### src/rtl/countdown_timer.sv
// Loadable down-counter with a reload register, one-shot or periodic expiry,
// and a registered one-cycle expiry pulse.
module countdown_timer #(
  parameter int unsigned      WIDTH = 8,
  parameter logic [WIDTH-1:0] INIT  = {WIDTH{1'b0}}
) (
  input  logic             clk,
  input  logic             reset,
  input  logic             countEn,
  input  logic             loadEn,
  input  logic             stop,
  input  logic             periodic,
  input  logic [WIDTH-1:0] valueIn,
  output logic [WIDTH-1:0] valueOut,
  output logic             running,
  output logic             expired,
  output logic             zeroOut
);

  typedef enum logic {IDLE = 1'b0, RUNNING = 1'b1} state_e;

  localparam logic [WIDTH-1:0] ZERO_C = {WIDTH{1'b0}};
  localparam logic [WIDTH-1:0] ONE_C  = {{(WIDTH-1){1'b0}}, 1'b1};

  state_e           state_q, state_d;
  logic [WIDTH-1:0] count_q, count_d;
  logic [WIDTH-1:0] reload_q, reload_d;
  logic             expired_q, expired_d;

  logic [WIDTH:0]   diff_s;
  logic [WIDTH-1:0] dec_s;
  logic             borrow_s;

  // Decrement with an extra MSB: its borrow out is set only when the count is zero.
  always_comb begin
    diff_s   = {1'b0, count_q} - {{WIDTH{1'b0}}, 1'b1};
    dec_s    = diff_s[WIDTH-1:0];
    borrow_s = diff_s[WIDTH];
  end

  // Next-state logic, priority load > stop > count.
  always_comb begin
    state_d   = state_q;
    count_d   = count_q;
    reload_d  = reload_q;
    expired_d = 1'b0;
    if (loadEn) begin
      count_d  = valueIn;
      reload_d = valueIn;
      if (valueIn != ZERO_C) begin
        state_d = RUNNING;
      end else begin
        state_d = IDLE;
      end
    end else if (stop) begin
      state_d = IDLE;
    end else if ((state_q == RUNNING) && countEn) begin
      if (count_q == ONE_C) begin
        // Expiry edge: periodic mode is sampled only here.
        expired_d = 1'b1;
        if (periodic) begin
          count_d = reload_q;
        end else begin
          count_d = ZERO_C;
          state_d = IDLE;
        end
      end else begin
        count_d = dec_s;
      end
    end else begin
      state_d = state_q;
    end
  end

  // State and output registers with synchronous reset.
  always_ff @(posedge clk) begin
    if (reset) begin
      state_q   <= IDLE;
      count_q   <= INIT;
      reload_q  <= INIT;
      expired_q <= 1'b0;
    end else begin
      state_q   <= state_d;
      count_q   <= count_d;
      reload_q  <= reload_d;
      expired_q <= expired_d;
    end
  end

  assign valueOut = count_q;
  assign running  = (state_q == RUNNING);
  assign expired  = expired_q;
  assign zeroOut  = borrow_s;

endmodule
### config.mk
export PLATFORM = sky130hd
export DESIGN_NAME = countdown_timer
export DESIGN_NICKNAME = d
export VERILOG_FILES = /design/src/rtl/countdown_timer.sv
export SDC_FILE = /design/constraint.sdc
export NUM_CORES = 1
export LEC_CHECK = 0
export ABC_AREA = 1
export CAP_MARGIN = 20
export CORE_MARGIN = 2
export CORE_UTILIZATION = 50
export CTS_CLUSTER_DIAMETER = 30
export CTS_CLUSTER_SIZE = 30
export DETAILED_ROUTE_END_ITERATION = 16
export DONT_BUFFER_PORTS = 1
export GPL_TIMING_DRIVEN = 1
export PLACE_DENSITY = 0.66
export SLEW_MARGIN = 20
export SYNTH_ARGS = -nofsm -noshare
export SYNTH_HDL_FRONTEND = slang
export SYNTH_SLANG_ARGS = --single-unit
### constraint.sdc
create_clock -name clk -period 1.55 [get_ports clk]
set_input_delay 0.31 -clock clk [delete_from_list [all_inputs] [get_ports clk]]
set_output_delay 0.31 -clock clk [all_outputs]
set_load 0.05 [all_outputs]
==> key figures <==
Placed design
  • HPWL Detailed: 2050 µm
  • Port Buffers: 0
  • Place WS: about 120 ps
  • Routability cong.: roughly 0.85
  • Area post-placement: 0.00116 mm²
  • Post-Place Cells: 192

Floorplanning
  • Row count: 16
  • Die Span Y: 49.6 µm
  • Initial Utilization: 0.531
  • Core area: around 0.0020 mm²
  • Chip width: 49.6 µm
  • Die Area: 0.00246 mm²
  • Io pins: 25

Drt
  • First-pass DRT Iterations: 4
  • Number of DRC markers in iteration 0: 38
  • Top sig layer: met4
  • DRC: 0
  • Routed WL: 2820 µm
  • DRT met1 WL: 1190 µm
  • Detail Route Antenna Nets: 0
  • DR WL met3: 176 µm
  • Met2 wire length: 1440 µm
  • Vias per std cell: 5.40
  • Via count: 1096
  • WL per Instance: 13.9 µm

Finish
  • Fillers: 204
  • Area Growth Syn to Fin: 24.4%
  • Antenna Cells: 0
  • Final non-filler cell total: 203
  • Share of cells above drive strength 1: 0.233
  • Final core utilization: 0.660
  • Post-route cell area: 0.00129 mm²
  • Nets: 193

Worst setup path
  • CP startpoint kind: flip-flop
  • Max incr delay on CP: between 300 and 400 ps
  • Critical Path RT: between 1000 and 1500 ps
  • Crit path DAT: 1200 ps
  • Crit path cell chain: inv_4 -> ha_4 -> nand2_4 -> nor2_4 -> buf_12
  • Crit Path Class: reg -> out
  • CP Capture Type: primary output
  • Max stage delay cell, worst path: dfxtp_2
  • Critical-path maximum fanout: 4

Power
  • Total Power: 1.21 mW
  • Leakage: 0.595 nW
  • Peak supply drop: 0.576 mV
  • Pwr Density: 935 mW/mm²

Status
  • Status: finished clean

Clock tree
  • Worst-path clk slew: between 100 and 150 ps
  • CTS Buffer Depth: 2
  • CTS root buffer: clkbuf_4
  • CTS Buf Count: 3
  • Hold buffer count at cts: 0
  • Htree depth: 1
  • Sink Count: 18
  • CTS tree: yes
  • Clock Latency Late Sink: 300 ps

GRT
  • Vias in the first global route: 1014
  • Initial antenna violation count: 0
  • Largest net degree at the start of global routing: 18
  • Gr usage total: 0.240
  • First-pass GRT wire length: 4600 µm
  • Total gr overflow: 0

Yosys
  • Post-synthesis sequential area ratio: 0.346
  • Synthesis-stage register bit count: 18
  • Top post-synthesis cells by area: dfxtp_1 (35%), nand2_1 (16%), a21oi_1 (9.6%), inv_1 (6.1%), nand3_1 (4.8%)
  • Syn Nets: approximately 180
  • Cells after synthesis: 159
  • Top cell type's share of synthesized area: 0.346
  • Syn avg cell area: 6.55 µm²
  • Netlist cell types: 22
  • Post-Syn Area: 0.00104 mm²
  • Yosys warnings: 0
  • Synth area leader: dfxtp_1

STA
  • Rel. slew slack: 0.681
  • Setup TNS Final: 0 ps
  • RSZ-0062 raised after global routing: true
  • Tcrit/Tclk final: 0.977
  • Hold violation count in the final report: 0
  • Setup Skew: 4.96 ps
  • Slew Viols, Final: 0
  • Max Clock Freq: 0.660 GHz
  • Setup violators final: 0
  • Setup slack after layout: 35.4 ps
  • Minimum clock period: between 1500 and 2000 ps
  • WHS: about 66 ps
  • Worst-margin pin slew: 477 ps

Worst hold path
  • Min-delay worst type: in -> reg

Job
  • Max-Cap Viols: 0
## cell families (layout without fill, tap and decap cells)
group,after synthesis,after routing,synth area share
AND/OR/NAND/NOR,78,78,0.340
flip-flops,18,18,0.346
buffers and inverters,24,41,0.0913
AO/OA/AOI/OAI,36,36,0.190
XOR/XNOR,1,1,0.00841
adder cells (fa/ha/maj),2,2,0.0240
## final timing paths
| check | from | endpoint | slack [ps] | cells after the start |
|---|---|---|---|---|
| hold reg to reg | reload_q[0]$_SDFFE_PP0P_ | reload_q[0]$_SDFFE_PP0P_ | 480 | 2 |
| setup reg to reg | valueOut[3]$_SDFFE_PP0P_ | valueOut[1]$_SDFFE_PP0P_ | 110 | 9 |
| hold / removal | reset | valueOut[0]$_SDFFE_PP0P_ | 70 | 1 |
| setup / recovery | valueOut[1]$_SDFFE_PP0P_ | zeroOut | 40 | 5 |
## cell type report
| cell class | instances | area [µm²] | area share |
|---|---|---|---|
| well taps | 27 | 33.8 | 0.0261 |
| flip-flops and latches | 18 | 367 | 0.283 |
| inverters | 18 | 72.6 | 0.0560 |
| multi-input cells | 117 | 631 | 0.487 |
| repair buffers | 19 | 155 | 0.120 |
| clock buffers | 4 | 36.3 | 0.0280 |
## power by group
part	leakage (nW)	internal [mW]	switching, mW
registers	0.150	0.493	0.0287
logic	0.424	0.151	0.247
clock network	0.0210	0.143	0.148
## cell usage after synthesis
master	number
nand2_2	1
clkbuf_1	2
xor2_1	1
a21oi_1	20
inv_2	1
nor2_4	1
a21boi_0	3
o211ai_1	1
o21ai_1	1
nand4_1	3
nor4_1	3
o21ai_0	9
inv_1	17
nor2_8	1
nor2_1	13
dfxtp_1	18
buf_2	4
a21oi_2	2
nand2_4	1
ha_1	2
nand3_1	10
nand2_1	45
## worst max-delay path, delay by kind of cell (launching register included)
family | cells | cell delay, ps
flops | 1 | 350
buf+inv | 2 | 210
fa+ha+maj | 1 | 160
simple gates | 2 | 180
## metal layers
metal,vias to the layer above,track usage
li1,555,-
met4,0,0.0787
met5,-,0
met3,2,0.0485
met1,496,0.309
met2,43,0.398
## repair_timing
item / 4_1_cts / 5_1_grt
pin swaps: 2 / 5
endpoints found under the hold margin: 0 / 0
gates cloned: 0 / 0
setup buffers: 0 / 7
setup endpoints to repair: 1 / 1
resized for setup: 8 / 7
## registers in the layout (all words and copies together), names as in the netlist
name / count
reload_q: 8
valueOut: 8
expired: 1
running: 1
## layout by cell type, fill, tap and decap left out, types with 2 or more instances in the layout
master | netlist | layout
buf_4 | 0 | 18
nor4_1 | 3 | 3
a21boi_0 | 3 | 3
nand4_1 | 3 | 3
clkbuf_4 | 0 | 3
inv_4 | 0 | 2
nand2_4 | 1 | 3
o21ai_0 | 9 | 9
inv_1 | 17 | 15
a21oi_2 | 2 | 2
a21oi_1 | 20 | 20
dfxtp_2 | 0 | 2
nand3_1 | 10 | 10
nor2_1 | 13 | 10
nor2_4 | 1 | 3
dfxtp_1 | 18 | 15
nand2_1 | 45 | 44
Power figures use the tool's default switching activity.
